--- config.mk ---
export PLATFORM = sky130hd
export DESIGN_NAME = ps2_keys
export DESIGN_NICKNAME = d
export VERILOG_FILES = /design/src/rtl/ps2_keys.sv
export SDC_FILE = /design/constraint.sdc
export NUM_CORES = 1
export LEC_CHECK = 0
export CORE_MARGIN = 1.5
export CORE_UTILIZATION = 55
export CTS_CLUSTER_DIAMETER = 30
export DETAILED_ROUTE_END_ITERATION = 6
export DONT_BUFFER_PORTS = 1
export PLACE_DENSITY = 0.7
export SYNTH_ARGS = -nofsm -noshare
export SYNTH_HDL_FRONTEND = slang
export SYNTH_SLANG_ARGS = --single-unit
--- constraint.sdc ---
create_clock -name pclk -period 5.8 [get_ports pclk]
set_input_delay 0.87 -clock pclk [delete_from_list [all_inputs] [get_ports pclk]]
set_output_delay 0.87 -clock pclk [all_outputs]
set_load 0.1 [all_outputs]
--- src/rtl/ps2_keys.sv ---
// ps2_keys: PS/2 keyboard receiver and arrow-key decoder.
//
// The keyboard's clock and data lines are synchronized into pclk. The clock
// line is then debounced by a level filter. Data is sampled on filtered
// falling edges and framed as start, 8 data bits (LSB first), odd parity and
// stop. Good bytes are decoded into a held-key vector for the car controller:
// bit0 up, bit1 down, bit2 left, bit3 right.
//
// Build option: define KEY_WASD_EN to also map the W/S/A/D make/break codes
// (0x1D/0x1B/0x1C/0x23) onto the same key bits. Each source holds its own
// state and the two are ORed, so each source releases its bit on its own.
//
// Output strobe semantics: rx_valid is a one-cycle strobe and there is no
// ready. In the cycle rx_valid is high, rx_byte holds the new byte and key
// already reflects it. frame_err is a one-cycle strobe on a parity, stop or
// timeout failure. fsm_state exposes the frame FSM for debug:
// 0 idle, 1 data, 2 parity, 3 stop.
`timescale 1ns/1ps

module ps2_keys #(
  parameter int FILTER_LEN = 8,
  parameter int TIMEOUT    = 32500
) (
  input  logic       pclk,
  input  logic       rst,
  input  logic       ps2_clk,
  input  logic       ps2_data,
  output logic [3:0] key,
  output logic [7:0] rx_byte,
  output logic       rx_valid,
  output logic       frame_err,
  output logic [1:0] fsm_state
);

  // Widths sized so the terminal counts fit without truncation.
  localparam int FW = (FILTER_LEN > 1) ? $clog2(FILTER_LEN + 1) : 1;
  localparam int TW = $clog2(TIMEOUT + 1);
  localparam logic [FW-1:0] FLT_LAST = FW'(FILTER_LEN - 1);
  localparam logic [TW-1:0] TO_LAST  = TW'(TIMEOUT - 1);

  typedef enum logic [1:0] {
    S_IDLE   = 2'd0,
    S_DATA   = 2'd1,
    S_PARITY = 2'd2,
    S_STOP   = 2'd3
  } state_t;

  // Synchronizer and filter state.
  logic          clk_s1, clk_s2;
  logic          dat_s1, dat_s2;
  logic          clk_filt;
  logic [FW-1:0] flt_cnt;
  logic          fall_edge;
  logic          data_smp;

  // Frame FSM state.
  state_t        state;
  logic [2:0]    bit_cnt;
  logic [7:0]    shreg;
  logic          par_bit;
  logic [TW-1:0] to_cnt;

  // Per-byte decode events.
  logic          byte_ok;
  logic          to_abort;

  // Decoder state and next-state values.
  logic          ext, brk;
  logic          ext_nxt, brk_nxt;
  logic [3:0]    key_ext, key_ext_nxt;
`ifdef KEY_WASD_EN
  logic [3:0]    key_wasd, key_wasd_nxt;
`endif

  // Two-flop synchronizers. Both lines idle high on reset.
  always_ff @(posedge pclk) begin
    if (rst) begin
      clk_s1 <= 1'b1;
      clk_s2 <= 1'b1;
      dat_s1 <= 1'b1;
      dat_s2 <= 1'b1;
    end else begin
      clk_s1 <= ps2_clk;
      clk_s2 <= clk_s1;
      dat_s1 <= ps2_data;
      dat_s2 <= dat_s1;
    end
  end

  // Clock filter. The level flips only after FILTER_LEN consecutive samples
  // at the new level. A falling edge becomes a one-cycle event, and data is
  // captured together with it.
  always_ff @(posedge pclk) begin
    if (rst) begin
      clk_filt  <= 1'b1;
      flt_cnt   <= '0;
      fall_edge <= 1'b0;
      data_smp  <= 1'b1;
    end else begin
      fall_edge <= 1'b0;
      if (clk_s2 == clk_filt) begin
        flt_cnt <= '0;
      end else if (flt_cnt == FLT_LAST) begin
        clk_filt  <= clk_s2;
        flt_cnt   <= '0;
        fall_edge <= clk_filt;
        data_smp  <= dat_s2;
      end else begin
        flt_cnt <= flt_cnt + 1'b1;
      end
    end
  end

  // An abort fires in the TIMEOUT-th cycle after the last falling edge. A
  // byte is good when the stop bit is 1 and the data+parity parity is odd.
  assign to_abort = (state != S_IDLE) && !fall_edge && (to_cnt == TO_LAST);
  assign byte_ok  = fall_edge && (state == S_STOP) && data_smp &&
                    (^{shreg, par_bit});

  // Frame FSM: IDLE -> DATA -> PARITY -> STOP -> IDLE, with a registered
  // error strobe and an inactivity timeout.
  always_ff @(posedge pclk) begin
    if (rst) begin
      state     <= S_IDLE;
      bit_cnt   <= 3'd0;
      shreg     <= 8'd0;
      par_bit   <= 1'b0;
      to_cnt    <= '0;
      frame_err <= 1'b0;
    end else begin
      frame_err <= 1'b0;
      if ((state == S_IDLE) || fall_edge) begin
        to_cnt <= '0;
      end else begin
        to_cnt <= to_cnt + 1'b1;
      end

      if (to_abort) begin
        state     <= S_IDLE;
        bit_cnt   <= 3'd0;
        frame_err <= 1'b1;
      end else if (fall_edge) begin
        case (state)
          S_IDLE: begin
            // A sampled 1 here is line noise or the tail of a frame.
            if (!data_smp) begin
              state   <= S_DATA;
              bit_cnt <= 3'd0;
            end
          end
          S_DATA: begin
            shreg   <= {data_smp, shreg[7:1]};
            bit_cnt <= bit_cnt + 1'b1;
            if (bit_cnt == 3'd7) begin
              state <= S_PARITY;
            end
          end
          S_PARITY: begin
            par_bit <= data_smp;
            state   <= S_STOP;
          end
          S_STOP: begin
            state <= S_IDLE;
            if (!byte_ok) begin
              frame_err <= 1'b1;
            end
          end
          default: state <= S_IDLE;
        endcase
      end
    end
  end

  assign fsm_state = state;

  // Received byte register and its one-cycle valid strobe.
  always_ff @(posedge pclk) begin
    if (rst) begin
      rx_byte  <= 8'd0;
      rx_valid <= 1'b0;
    end else begin
      rx_valid <= byte_ok;
      if (byte_ok) begin
        rx_byte <= shreg;
      end
    end
  end

  // Scan-code decode. E0 and F0 are prefixes. Any other byte is a key code
  // and consumes both prefixes. 00/FF signal a keyboard overrun and drop
  // every held key. A make of a held key, or a break of a released key,
  // rewrites the same value, so typematic repeats are harmless.
  always_comb begin
    ext_nxt      = ext;
    brk_nxt      = brk;
    key_ext_nxt  = key_ext;
`ifdef KEY_WASD_EN
    key_wasd_nxt = key_wasd;
`endif
    if (to_abort) begin
      ext_nxt = 1'b0;
      brk_nxt = 1'b0;
    end else if (byte_ok) begin
      case (shreg)
        8'hE0: ext_nxt = 1'b1;
        8'hF0: brk_nxt = 1'b1;
        8'h00, 8'hFF: begin
          ext_nxt      = 1'b0;
          brk_nxt      = 1'b0;
          key_ext_nxt  = 4'b0000;
`ifdef KEY_WASD_EN
          key_wasd_nxt = 4'b0000;
`endif
        end
        default: begin
          if (ext) begin
            case (shreg)
              8'h75:   key_ext_nxt[0] = ~brk;
              8'h72:   key_ext_nxt[1] = ~brk;
              8'h6B:   key_ext_nxt[2] = ~brk;
              8'h74:   key_ext_nxt[3] = ~brk;
              default: ;
            endcase
          end
`ifdef KEY_WASD_EN
          else begin
            case (shreg)
              8'h1D:   key_wasd_nxt[0] = ~brk;
              8'h1B:   key_wasd_nxt[1] = ~brk;
              8'h1C:   key_wasd_nxt[2] = ~brk;
              8'h23:   key_wasd_nxt[3] = ~brk;
              default: ;
            endcase
          end
`endif
          ext_nxt = 1'b0;
          brk_nxt = 1'b0;
        end
      endcase
    end
  end

  // Decoder registers. key is loaded in the same edge as rx_valid, so the
  // two change together.
  always_ff @(posedge pclk) begin
    if (rst) begin
      ext      <= 1'b0;
      brk      <= 1'b0;
      key_ext  <= 4'b0000;
`ifdef KEY_WASD_EN
      key_wasd <= 4'b0000;
`endif
      key      <= 4'b0000;
    end else begin
      ext      <= ext_nxt;
      brk      <= brk_nxt;
      key_ext  <= key_ext_nxt;
`ifdef KEY_WASD_EN
      key_wasd <= key_wasd_nxt;
      key      <= key_ext_nxt | key_wasd_nxt;
`else
      key      <= key_ext_nxt;
`endif
    end
  end

endmodule

## Word level (Yosys, flattened, before mapping)

Index checks and enable logic that the tools add are counted.

| word-level totals | value |
|---|---|
| register bits | 56 |
| bits in latches | 0 |
| RAM bits | 0 |
| memory bits (read-only) | 0 |
| input bits | 4 |
| output and inout bits | 16 |
| logic and storage cells | 99 |
| memories kept | 0 |

| cells by class | value |
|---|---|
| $add $sub $neg | 3 |
| multipliers | 0 |
| div/mod/pow operators | 0 |
| order comparisons | 0 |
| equality and inequality tests | 16 |
| shifts and indexed selects | 0 |
| mux-type cells | 17 |
| bitwise gates (word level) | 7 |
| reduce and logical (&&, ||, !) cells | 34 |

Operators with widths:

| kind | number |
|---|---|
| $eq A8 B7 Y1 const B | 4 |
| $eq A8 B8 Y1 const B | 3 |
| $reduce_and A5 Y1 | 4 |
| $add A15 B1 Y15 const B | 1 |
| $eq A15 B15 Y1 const B | 1 |
| $reduce_bool A2 Y1 | 7 |
| $reduce_and A3 Y1 | 4 |
| $reduce_xor A9 Y1 | 1 |
| $logic_not A8 Y1 | 1 |
| $mux W1 | 8 |
| $pmux W2 S4 | 1 |
| $pmux W4 S2 | 1 |
| $reduce_or A2 Y1 | 4 |
| $not A1 Y1 | 7 |
| $pmux W3 S2 | 1 |
| $reduce_and A2 Y1 | 3 |
| $reduce_or A3 Y1 | 2 |
| $logic_and A1 B1 Y1 | 5 |
| $add A4 B1 Y4 const B | 1 |
| $eq A2 B2 Y1 const B | 2 |
| $eq A4 B3 Y1 const B | 1 |
| $mux W2 | 2 |
| $mux W4 | 1 |
| $ne A2 B2 Y1 const B | 2 |
| 9 further kinds | 10 |

## Depth between registers and ports, before layout

| logic depth | value |
|---|---|
| depth after elaboration | 8 |
| gate-level depth with buffers | 7 |

## Worst setup path after synthesis

No wires, ideal clock.

| timing path | value |
|---|---|
| path type | register -> register |
| from | register state[0], in the netlist fsm_state[0] |
| to | register ext |
| setup time | 0.128 ns |
| arrival | 2.527 ns |
| slack | 3.146 ns |
| cell stages (with the launch flop) | 8 |
| buffers on the path | 1 |
| period minus slack after synthesis | 2.654 ns |
| path through | dfxtp_1 inv_1 ha_1 or4_1 nor3_1 or2_2 clkbuf_1 nor3_1 |

| between the ends | value |
|---|---|
| word-level cells in the longest chain between the ends | 5 |
| elaborated cells on any way between the ends | 9 |
| classes of those cells | eq/ne: 1; reduce/logical: 8 |

Ends and longest elaborated chain:

| what | RTL line | source |
|---|---|---|
| start, declared | 57 | `state_t state;` |
| start signal, assigned | 124 | `state <= S_IDLE;` |
| start signal, assigned | 139 | `state <= S_IDLE;` |
| start signal, assigned | 147 | `state <= S_DATA;` |
| $eq A2 B2 Y1 | 117 | `assign byte_ok = fall_edge && (state == S_STOP) && data_smp &&` |
| $logic_and A1 B1 Y1 (3 in series) | 117 |  |
| $reduce_and A2 Y1 (no line) | - |  |
| end signal, assigned | 255 | `ext <= ext_nxt;` |
| end, declared | 68 | `logic ext, brk;` |

Parallel ways exist; a longest one is shown, timed or not.
A chain may end at the register's enable or synchronous reset.

## Worst setup path after layout

| timing path | value |
|---|---|
| from | register state[0], in the netlist fsm_state[0] |
| to | register state[0], in the netlist fsm_state[0] |

| between the ends | value |
|---|---|
| word-level cells in the longest chain between the ends | 4 |
| elaborated cells on any way between the ends | 12 |
| classes of those cells | eq/ne: 5; mux: 1; reduce/logical: 6 |

Ends and longest elaborated chain:

| what |
|---|
| parallel branches: the longest is 4 deep, another holds $reduce_and A3 Y1 |

Parallel ways; which one is timed is not known.

==> run_results.csv <==
group,metric,value,unit
placed_design,dp.cells,320,
worst_setup_path,cp_max_fo,7,
clock_tree,cts_buffers,5,
synth,syn_area,2600,um^2
clock_tree,htree_levels,2,
cells_and_area,fin_nets,287,
cells_and_area,syn2layout_area_growth,3.23,%
synth,synth_edf_count,0,
floorplanning,die_w,71.7,um
pwr,power_density,239,nW/um^2
global_route,grt_use_total,0.193,
worst_setup_path,setup.worst_path.class,"reg2reg",
synth,synth_compound_area_frac,0.0847,
job,max_cap_viol_count,0,
drt,vias_per_cell,5.67,
cells_and_area,fillCellCount,383,
sta,period_needed,2.72,ns
clock_tree,ctsHoldBuffers,0,
pwr,peakVddDrop,0.147,mV
worst_setup_path,start_kind,"register",
drt,initialDrtViolationCount,122,
global_route,grt_max_degree,37,
placed_design,gp_congestion,0.764,
worst_hold_path,hold_path.class,"reg2reg",
synth,ys.flop_type,"dfxtp_1",
sta,setup_viol,0,
drt,wl_per_cell,13.5,um
outcome,outcome,"finished with violations",
synth,synth_mux_area_frac,0.0539,
synth,yosysMostFrequentCell,"dfxtp_1",
placed_design,portBuffers,0,
clock_tree,clock-sinks,56,
sta,hold_viol_final,0,
drt,remaining_drc_errors,2,
outcome,violations,"design-rule violations",
clock_tree,clk_latency,0.32,ns
synth,synthAdderAreaFrac,0.0385,
synth,ys_seq_area_frac,0.431,
synth,synthTopCellsByArea,"dfxtp_1 (43%), mux2i_1 (5.4%), nor2_1 (5.3%), nand3_1 (4.0%), ha_1 (3.9%)",
sta,finalSetupTns,0,ns
floorplanning,num_rows,24,
synth,synth_top_family_by_area,"simple AND/OR/NAND/NOR gates",
synth,synth_nets,298,
synth,synthDominantCellAreaShare,0.431,
global_route,grt_pass1_vias,1669,
clock_tree,cts_setup_buffers,0,
sta,skew,0.0137,ns
cells_and_area,n_antenna_cell,0,
floorplanning,floorplan.initialDensity,0.585,
sta,period_share,0.468,
sta,worstMarginPinSlew,1.05,ns
worst_setup_path,cp.arrival,2.91,ns
global_route,overflow,0,
cells_and_area,drive_gt1_frac,0.0833,
floorplanning,die-area,5150,um^2
floorplanning,io_pins,20,
drt,vias,1861,
pwr,p_leak,0.946,nW
synth,syn_area_per_cell,9.09,um^2
placed_design,dp_hpwl,3070,um
drt,first_pass_iters,6,
synth,synth_common_cells,"dfxtp_1 (56), nor2_1 (37), nand3_1 (21), nand2_1 (20), mux2i_1 (14)",
clock_tree,cts_tree,"done",
clock_tree,ctsResizeCount,0,
synth,yosys.area_share.simple,0.247,
floorplanning,core_area,4440,um^2
global_route,antenna_found_initial,0,
drt,ant_nets,0,
sta,rsz0062_at_grt,"false",
drt,wl,4430,um
synth,synthDistinctLibCells,43,
worst_setup_path,end_kind,"register",
clock_tree,path_clk_slew,0.10,ns
cells_and_area,final_cells,328,
floorplanning,dieHeight,71.7,um
placed_design,placed_cell_area,2570,um^2
sta,slew_headroom,0.298,
worst_setup_path,required,6.00,ns
synth,async_flop_share,0,
clock_tree,clockRootBuffer,"clkbuf_8",
synth,ys_warn_count,0,
synth,synthCells,286,
global_route,grt_pass1_wl,7900,um
synth,synth_xor_area_frac,0.0982,
sta,slew_violations,0,
clock_tree,clk_path_buf_depth,2,
cells_and_area,fin_area,2680,um^2
sta,max_freq,0.368,GHz
synth,ys_seq_elements,56,
synth,yosys.area.top_type,"dfxtp_1",
==> cell usage in the layout (no fill, tap or decap), types with 5 or more instances in the layout <==
cell	synthesis	final
a21oi_1	13	13
clkbuf_8	0	5
dfxtp_1	56	56
ha_1	8	8
inv_1	7	7
mux2i_1	14	14
nand2_1	20	20
nand2b_1	7	7
nand3_1	21	21
nor2_1	37	37
nor3_1	6	6
or2_2	6	6
xnor2_1	11	11
xor2_1	8	8
==> path summary, 6_finish.rpt <==
path              slack [ns]           end         start  cells after the start
setup / recovery        3.08  fsm_state[0]  fsm_state[0]                      6
hold / removal          0.42        clk_s2        clk_s1                      1
setup reg to reg        3.08  fsm_state[0]  fsm_state[0]                      6
hold reg to reg         0.42        clk_s2        clk_s1                      1
==> critical path: stages (launching register included) <==
cell	delay, ns
dfxtp_1	1.03
inv_1	0.20
ha_1	0.32
or4_1	0.53
nor3_1	0.21
or2_2	0.25
a211oi_1	0.06
==> state kept, by name, summed over array words and instances (netlist names), 2 cells and up <==
| name | count |
|---|---|
| to_cnt | 15 |
| rx_byte | 8 |
| shreg | 8 |
| flt_cnt | 4 |
| key_ext | 4 |
| bit_cnt | 3 |
| fsm_state | 2 |
==> kinds of logic after synthesis <==
family                     after synthesis
xor gates and xnor gates                24
AOI/OAI and AO/OA                       35
adders and majority gates                8
buffers and inverters                   25
muxes                                   14
DFF                                     56
and+or+nand+nor                        124
==> through the flow <==
step | power, mW | hold WS (ns) | utilization | setup WS (ns)
floorplan | 0.401 | 0.389 | - | 3.15
global placement | 0.399 | 0.396 | 0.579 | 3.17
detailed placement | 0.399 | 0.396 | 0.579 | 3.11
CTS | 0.650 | 0.414 | 0.604 | 3.09
global route | 0.664 | 0.430 | 0.604 | 2.88
finish | 0.642 | 0.415 | 0.604 | 3.08
==> layout make-up <==
type / instances / area [um^2] / area share
multi-input cells: 205 / 1360 / 0.507
inverters: 7 / 26.3 / 0.00979
well taps: 52 / 65.1 / 0.0243
clock buffers: 5 / 68.8 / 0.0257
flip-flops and latches: 56 / 1120 / 0.418
clock inverters: 3 / 42.5 / 0.0159
==> layer usage <==
| metal | global-route usage | vias up | part of all wire |
|---|---|---|---|
| met1 | 0.260 | 870 | 0.47 |
| met2 | 0.309 | 31 | 0.48 |
| li1 | - | 952 | - |
| met4 | 0.0755 | 0 | 0.016 |
| met3 | 0.0338 | 8 | 0.033 |
| met5 | 0 | - | 0 |
==> report_power, final <==
part	total [mW]	leakage (nW)	switching, mW	internal, mW
sequential	0.386	0.452	0.000621	0.386
combinational	0.00357	0.440	0.00155	0.00202
clock	0.252	0.0541	0.124	0.128
Note: power is estimated with default switching activity, not from simulation.
